--- src/rtl/coin_deposit.sv ---
// coin_deposit: money-entry front end of the vending machine.
// Accepts coins into a credit register (pmoney), lets the withdrawal side
// debit it through credit_take/take_amount, and pays the credit back one coin
// at a time on cancel.
//
// Ports:
//   clock, reset            rising-edge clock, synchronous active-high reset
//   coin_valid/coin_type    coin presented (00=1, 01=2, 10=5, 11=10 units)
//   coin_ready              coins are taken only while idle
//   coin_accept/coin_reject one-cycle result of the previous coin handshake
//   cancel                  refund all credit
//   credit_take/take_amount debit request from the withdrawal side
//   take_error              one-cycle pulse: previous take was refused
//   refund_valid/refund_coin/refund_ready  refund coin handshake
//   pmoney                  registered credit
//   sevensegment            hex digit of pmoney[3:0], {g,f,e,d,c,b,a}, active-high
//   redlight                last coin was rejected
//   audit_total             (only with DEPOSIT_AUDIT_EN) saturating sum of accepted coins
//
// Build option: define DEPOSIT_AUDIT_EN to add the audit_total counter/port.
//
// state  | meaning
// IDLE   | taking coins and debits
// REFUND | paying credit back, largest coin first

module coin_deposit #(
  parameter int CREDIT_W   = 4,
  parameter int MAX_CREDIT = 15
) (
  input  logic                clock,
  input  logic                reset,
  input  logic                coin_valid,
  input  logic [1:0]          coin_type,
  output logic                coin_ready,
  output logic                coin_accept,
  output logic                coin_reject,
  input  logic                cancel,
  input  logic                credit_take,
  input  logic [CREDIT_W-1:0] take_amount,
  output logic                take_error,
  output logic                refund_valid,
  output logic [1:0]          refund_coin,
  input  logic                refund_ready,
  output logic [CREDIT_W-1:0] pmoney,
  output logic [6:0]          sevensegment,
`ifdef DEPOSIT_AUDIT_EN
  output logic [15:0]         audit_total,
`endif
  output logic                redlight
);

  localparam int SUM_W = CREDIT_W + 1;

  typedef enum logic {IDLE, REFUND} state_t;

  state_t              state, state_nxt;
  logic [SUM_W-1:0]    pm_ext, coin_val, base, coin_sum, refund_val, refund_left;
  logic                coin_hs, cancel_go, take_legal, coin_fits;
  logic [CREDIT_W-1:0] pmoney_nxt;
  logic                accept_nxt, reject_nxt, take_err_nxt;
  logic [3:0]          digit;

  // state register
  always_ff @(posedge clock) begin
    if (reset) state <= IDLE;
    else       state <= state_nxt;
  end

  // credit arithmetic, all in CREDIT_W+1 bits
  always_comb begin
    pm_ext = {1'b0, pmoney};
    case (coin_type)
      2'b00:   coin_val = SUM_W'(1);
      2'b01:   coin_val = SUM_W'(2);
      2'b10:   coin_val = SUM_W'(5);
      default: coin_val = SUM_W'(10);
    endcase
    // a cancel with no credit has no effect at all
    cancel_go  = cancel && (pmoney != '0);
    take_legal = credit_take && (take_amount <= pmoney) && !cancel_go;
    base       = take_legal ? (pm_ext - {1'b0, take_amount}) : pm_ext;
    coin_sum   = base + coin_val;
    coin_hs    = coin_valid && (state == IDLE);
    coin_fits  = coin_hs && !cancel_go && (coin_sum <= SUM_W'(MAX_CREDIT));
    case (refund_coin)
      2'b11:   refund_val = SUM_W'(10);
      2'b10:   refund_val = SUM_W'(5);
      2'b01:   refund_val = SUM_W'(2);
      default: refund_val = SUM_W'(1);
    endcase
    refund_left = pm_ext - refund_val;
  end

  // next state and next datapath values
  always_comb begin
    state_nxt    = state;
    pmoney_nxt   = pmoney;
    accept_nxt   = 1'b0;
    reject_nxt   = 1'b0;
    take_err_nxt = credit_take;
    case (state)
      IDLE: begin
        accept_nxt   = coin_fits;
        reject_nxt   = coin_hs && !coin_fits;
        take_err_nxt = credit_take && !take_legal;
        if (cancel_go)      state_nxt  = REFUND;
        else if (coin_fits) pmoney_nxt = coin_sum[CREDIT_W-1:0];
        else                pmoney_nxt = base[CREDIT_W-1:0];
      end
      REFUND: begin
        if (refund_ready) begin
          pmoney_nxt = refund_left[CREDIT_W-1:0];
          if (refund_left == '0) state_nxt = IDLE;
        end
      end
      default: state_nxt = IDLE;
    endcase
  end

  always_ff @(posedge clock) begin
    if (reset) begin
      pmoney      <= '0;
      coin_accept <= 1'b0;
      coin_reject <= 1'b0;
      take_error  <= 1'b0;
      redlight    <= 1'b0;
    end else begin
      pmoney      <= pmoney_nxt;
      coin_accept <= accept_nxt;
      coin_reject <= reject_nxt;
      take_error  <= take_err_nxt;
      if (accept_nxt)      redlight <= 1'b0;
      else if (reject_nxt) redlight <= 1'b1;
    end
  end

`ifdef DEPOSIT_AUDIT_EN
  logic [16:0] audit_sum;
  assign audit_sum = {1'b0, audit_total} + 17'(coin_val);

  always_ff @(posedge clock) begin
    if (reset)          audit_total <= '0;
    else if (coin_fits) audit_total <= audit_sum[16] ? 16'hFFFF : audit_sum[15:0];
  end
`endif

  // outputs
  always_comb begin
    coin_ready   = (state == IDLE);
    refund_valid = (state == REFUND);
    if (pmoney >= CREDIT_W'(10))     refund_coin = 2'b11;
    else if (pmoney >= CREDIT_W'(5)) refund_coin = 2'b10;
    else if (pmoney >= CREDIT_W'(2)) refund_coin = 2'b01;
    else                             refund_coin = 2'b00;
    digit = 4'(pmoney);
    case (digit)
      4'h0: sevensegment = 7'b0111111;
      4'h1: sevensegment = 7'b0000110;
      4'h2: sevensegment = 7'b1011011;
      4'h3: sevensegment = 7'b1001111;
      4'h4: sevensegment = 7'b1100110;
      4'h5: sevensegment = 7'b1101101;
      4'h6: sevensegment = 7'b1111101;
      4'h7: sevensegment = 7'b0000111;
      4'h8: sevensegment = 7'b1111111;
      4'h9: sevensegment = 7'b1101111;
      4'hA: sevensegment = 7'b1110111;
      4'hB: sevensegment = 7'b1111100;
      4'hC: sevensegment = 7'b0111001;
      4'hD: sevensegment = 7'b1011110;
      4'hE: sevensegment = 7'b1111001;
      default: sevensegment = 7'b1110001;
    endcase
  end

endmodule
--- config.mk ---
export PLATFORM = sky130hd
export DESIGN_NAME = coin_deposit
export DESIGN_NICKNAME = d
export VERILOG_FILES = /design/src/rtl/coin_deposit.sv
export SDC_FILE = /design/constraint.sdc
export NUM_CORES = 1
export LEC_CHECK = 0
export BUFFER_PORTS_ARGS = -buffer_cell sky130_fd_sc_hd__buf_2
export CAP_MARGIN = 10
export CORE_MARGIN = 3
export CORE_UTILIZATION = 49
export CTS_CLUSTER_SIZE = 40
export DETAILED_ROUTE_END_ITERATION = 8
export PLACE_DENSITY = 0.75
export SYNTH_ARGS = -nofsm -noshare
export SYNTH_HDL_FRONTEND = slang
export SYNTH_SLANG_ARGS = --single-unit
--- constraint.sdc ---
create_clock -name clock -period 4.65 [get_ports clock]
set_input_delay 0.465 -clock clock [delete_from_list [all_inputs] [get_ports clock]]
set_output_delay 0.465 -clock clock [all_outputs]
set_load 0.02 [all_outputs]
==> impl_metrics.ini <==
[global_routing]
grt_pass1_wl_um = 5670
grt_max_degree = 15
grt_pass1_vias = 1291
grt_use_total_pct = 20.8
antenna_found_initial = 0
gr-total-overflow = 0

[layout]
fin_area_sq_um = 1800
num_antenna_cells = 0
nFillCells = 251
layout.nets = 243
drive_gt1_share_pct = 35.7
areaGrowthSynthToFinish_pct = 22.8

[drt]
num_vias = 1353
via_per_inst = 5.68
finalWirelength_um = 3600
drt_pass1_iterations = 4
antenna_left = 0
wl_per_cell_um = 15.1
detail_route.iter0.violations = 92
route.detailed.drc = 0

[synthesis]
yosys-top-cells-count = ha_1 (19), inv_1 (19), dfxtp_1 (16)
ys_seq_elements = 16
synthCells = 166
syn_area_sq_um = 1460
synth_edf_count = 0
synth_top_cell_by_area = dfxtp_1
synthDistinctLibCells = 47
yosysWarnings = 0
avgSynthCellArea_sq_um = 8.81
synthFlopType = dfxtp_1
synth_nets = 200
yosysSeqAreaShare_pct = 21.9
async_reset_ff_share_pct = 0
synth_top_area_share_pct = 21.9
synth.top_cells.by_area = dfxtp_1 (22%), ha_1 (16%), mux2i_1 (5.5%)

[placed_design]
post_dp_cell_area_sq_um = 1690
io_buffer_count = 30
dp_hpwl_um = 2850
routabilityCongestion = 0.850

[floorplanning]
die_x_um = 60.6
io_pins = 31
num_rows = 19
core_area_sq_um = 2810
die_height_um = 60.6
die_area_sq_um = 3680
start_util_pct = 52.1

[setup_path]
path_cells = inv_1 > ha_1 > nand2b_4 > a211oi_2 > buf_4 > nor3_4 > mux2i_2 > ha_2 > fa_2 > a21o_1 > a21oi_1 > or4_4 > a211oi_4 > mux2i_2 > a2111o_1 > inv_1 > ha_1 > mux2_4 > a22oi_1
cp_slowest_stage_delay_ns = 0.43
crit_path_max_fanout = 5
cp.arrival_ns = 4.66
endpoint_kind = register
cp_data_required_time_ns = 4.86
crit_path_start_kind = register
crit_type = register to register
cp_slowest_cell = or4_4

[clock_tree]
root_buffer = clkbuf_4
cts_buffers = 3
cts_sinks = 16
clkTransAtPathRegs_ns = 0.08
worstSkewPairLatency_ns = 0.29
cts.path.max_buffers = 2
cts-htree-levels = 1
cts_tree = built

[sta]
slew_violations = 0
setup_violations = 0
period_needed_ns = 4.45
whs_ns = 0.425
fmaxAchievable_ghz = 0.225
worst_clock_skew_ns = 0.00192
maxSlewHeadroom_pct = 68.3
period_share_pct = 95.6
tightest_slew_ns = 0.470
hold_violations = 0

[pwr]
leakage_uw = 0.000893
ir_drop_v = 0.000378
pwr_density_cell_nw_per_um2 = 761

[job]
drv_cap = 0

[status]
outcome = complete, no violations

[worst_hold_path]
min_path_type = primary input to register
==> critical path: cells and delay by family (launching register included) <==
kind / cells / cell delay [ns]
buf+inv: 3 / 0.32
simple gates: 3 / 0.82
flops: 1 / 0.37
fa+ha+maj: 4 / 1.02
mux: 3 / 0.84
compound gates: 6 / 0.99
==> sequential cells by signal (all words and copies together) (netlist names) <==
signal        count
sevensegment      7
pmoney            4
coin_accept       1
coin_reject       1
redlight          1
refund_valid      1
take_error        1
==> cell type report <==
class / instances / area [sq um] / share of cell area (%)
Clock buffer: 3 / 22.5 / 1.25
Inverter: 19 / 71.3 / 3.97
Multi-Input combinational cell: 127 / 1100 / 61.4
Sequential cell: 16 / 322 / 17.9
Tap cell: 31 / 38.8 / 2.16
Timing Repair Buffer: 42 / 240 / 13.4
==> repair_timing <==
action	4_1_cts	5_1_grt
setup endpoints to repair	0	7
hold buffers	0	0
gates resized for setup	0	13
buffers inserted	0	4
endpoints found under the hold margin	0	0
==> through the flow <==
stage	instances	TNS (ns)	setup WS (ns)	utilization, %	total power (uW)
detailed placement	231	-0.157	-0.0708	60.2	1210
CTS	234	0	0.0113	61.0	1290
floorplan	166	0	0.0563	-	956
global placement	231	0	0.151	60.2	1180
finish	238	0	0.204	64.1	1370
global route	238	-0.0744	-0.0555	64.1	1500
==> worst paths after layout <==
path	from	endpoint	slack [ns]	cells past startpoint
worst min-delay path	credit_take	take_error$_SDFF_PP0_	0.43	2
worst max-delay path	pmoney[0]$_SDFFE_PP0N_	sevensegment[5]$_DFF_P_	0.20	19
worst max register to register	pmoney[0]$_SDFFE_PP0N_	sevensegment[5]$_DFF_P_	0.20	19
worst min register to register	redlight$_SDFFE_PP0P_	redlight$_SDFFE_PP0P_	0.46	2
==> layer usage <==
metal  part of all wire [%]  routed length (um)  GRT usage [%]
met1                     45                1630           26.2
met2                     49                1760           35.4
met3                    4.5                 163           4.26
met4                    1.2                  42           6.50
met5                      0                   0              0
==> power by group <==
group          internal (uW)  switching, uW
registers                190           32.1
clock network           30.1           40.2
logic                    484            591
total                    703            663
==> cell usage in the layout (no fill, tap or decap), types with 2 or more instances in the layout <==
cell,instances
buf_2,30
inv_1,18
ha_1,16
dfxtp_1,15
buf_4,12
nor2_1,11
nand2_1,11
a21oi_1,10
o21ai_0,9
mux2i_1,5
mux2_2,5
xnor2_1,5
mux2i_2,3
a21o_1,3
nand2b_1,3
a22oi_1,3
clkbuf_4,3
xor2_1,2
and3_1,2
a2111o_1,2
nor3_1,2
fa_1,2
ha_2,2
==> kinds of logic after synthesis <==
group                      Yosys count  share of synthesized area (%)
AOI/OAI and AO/OA                   41                           20.4
xor gates and xnor gates             7                           4.19
adders and majority gates           22                           20.4
buffers and inverters               23                           6.50
muxes                               14                           10.4
and+or+nand+nor                     43                           16.3
DFF                                 16                           21.9
Power figures use the tool's default switching activity.
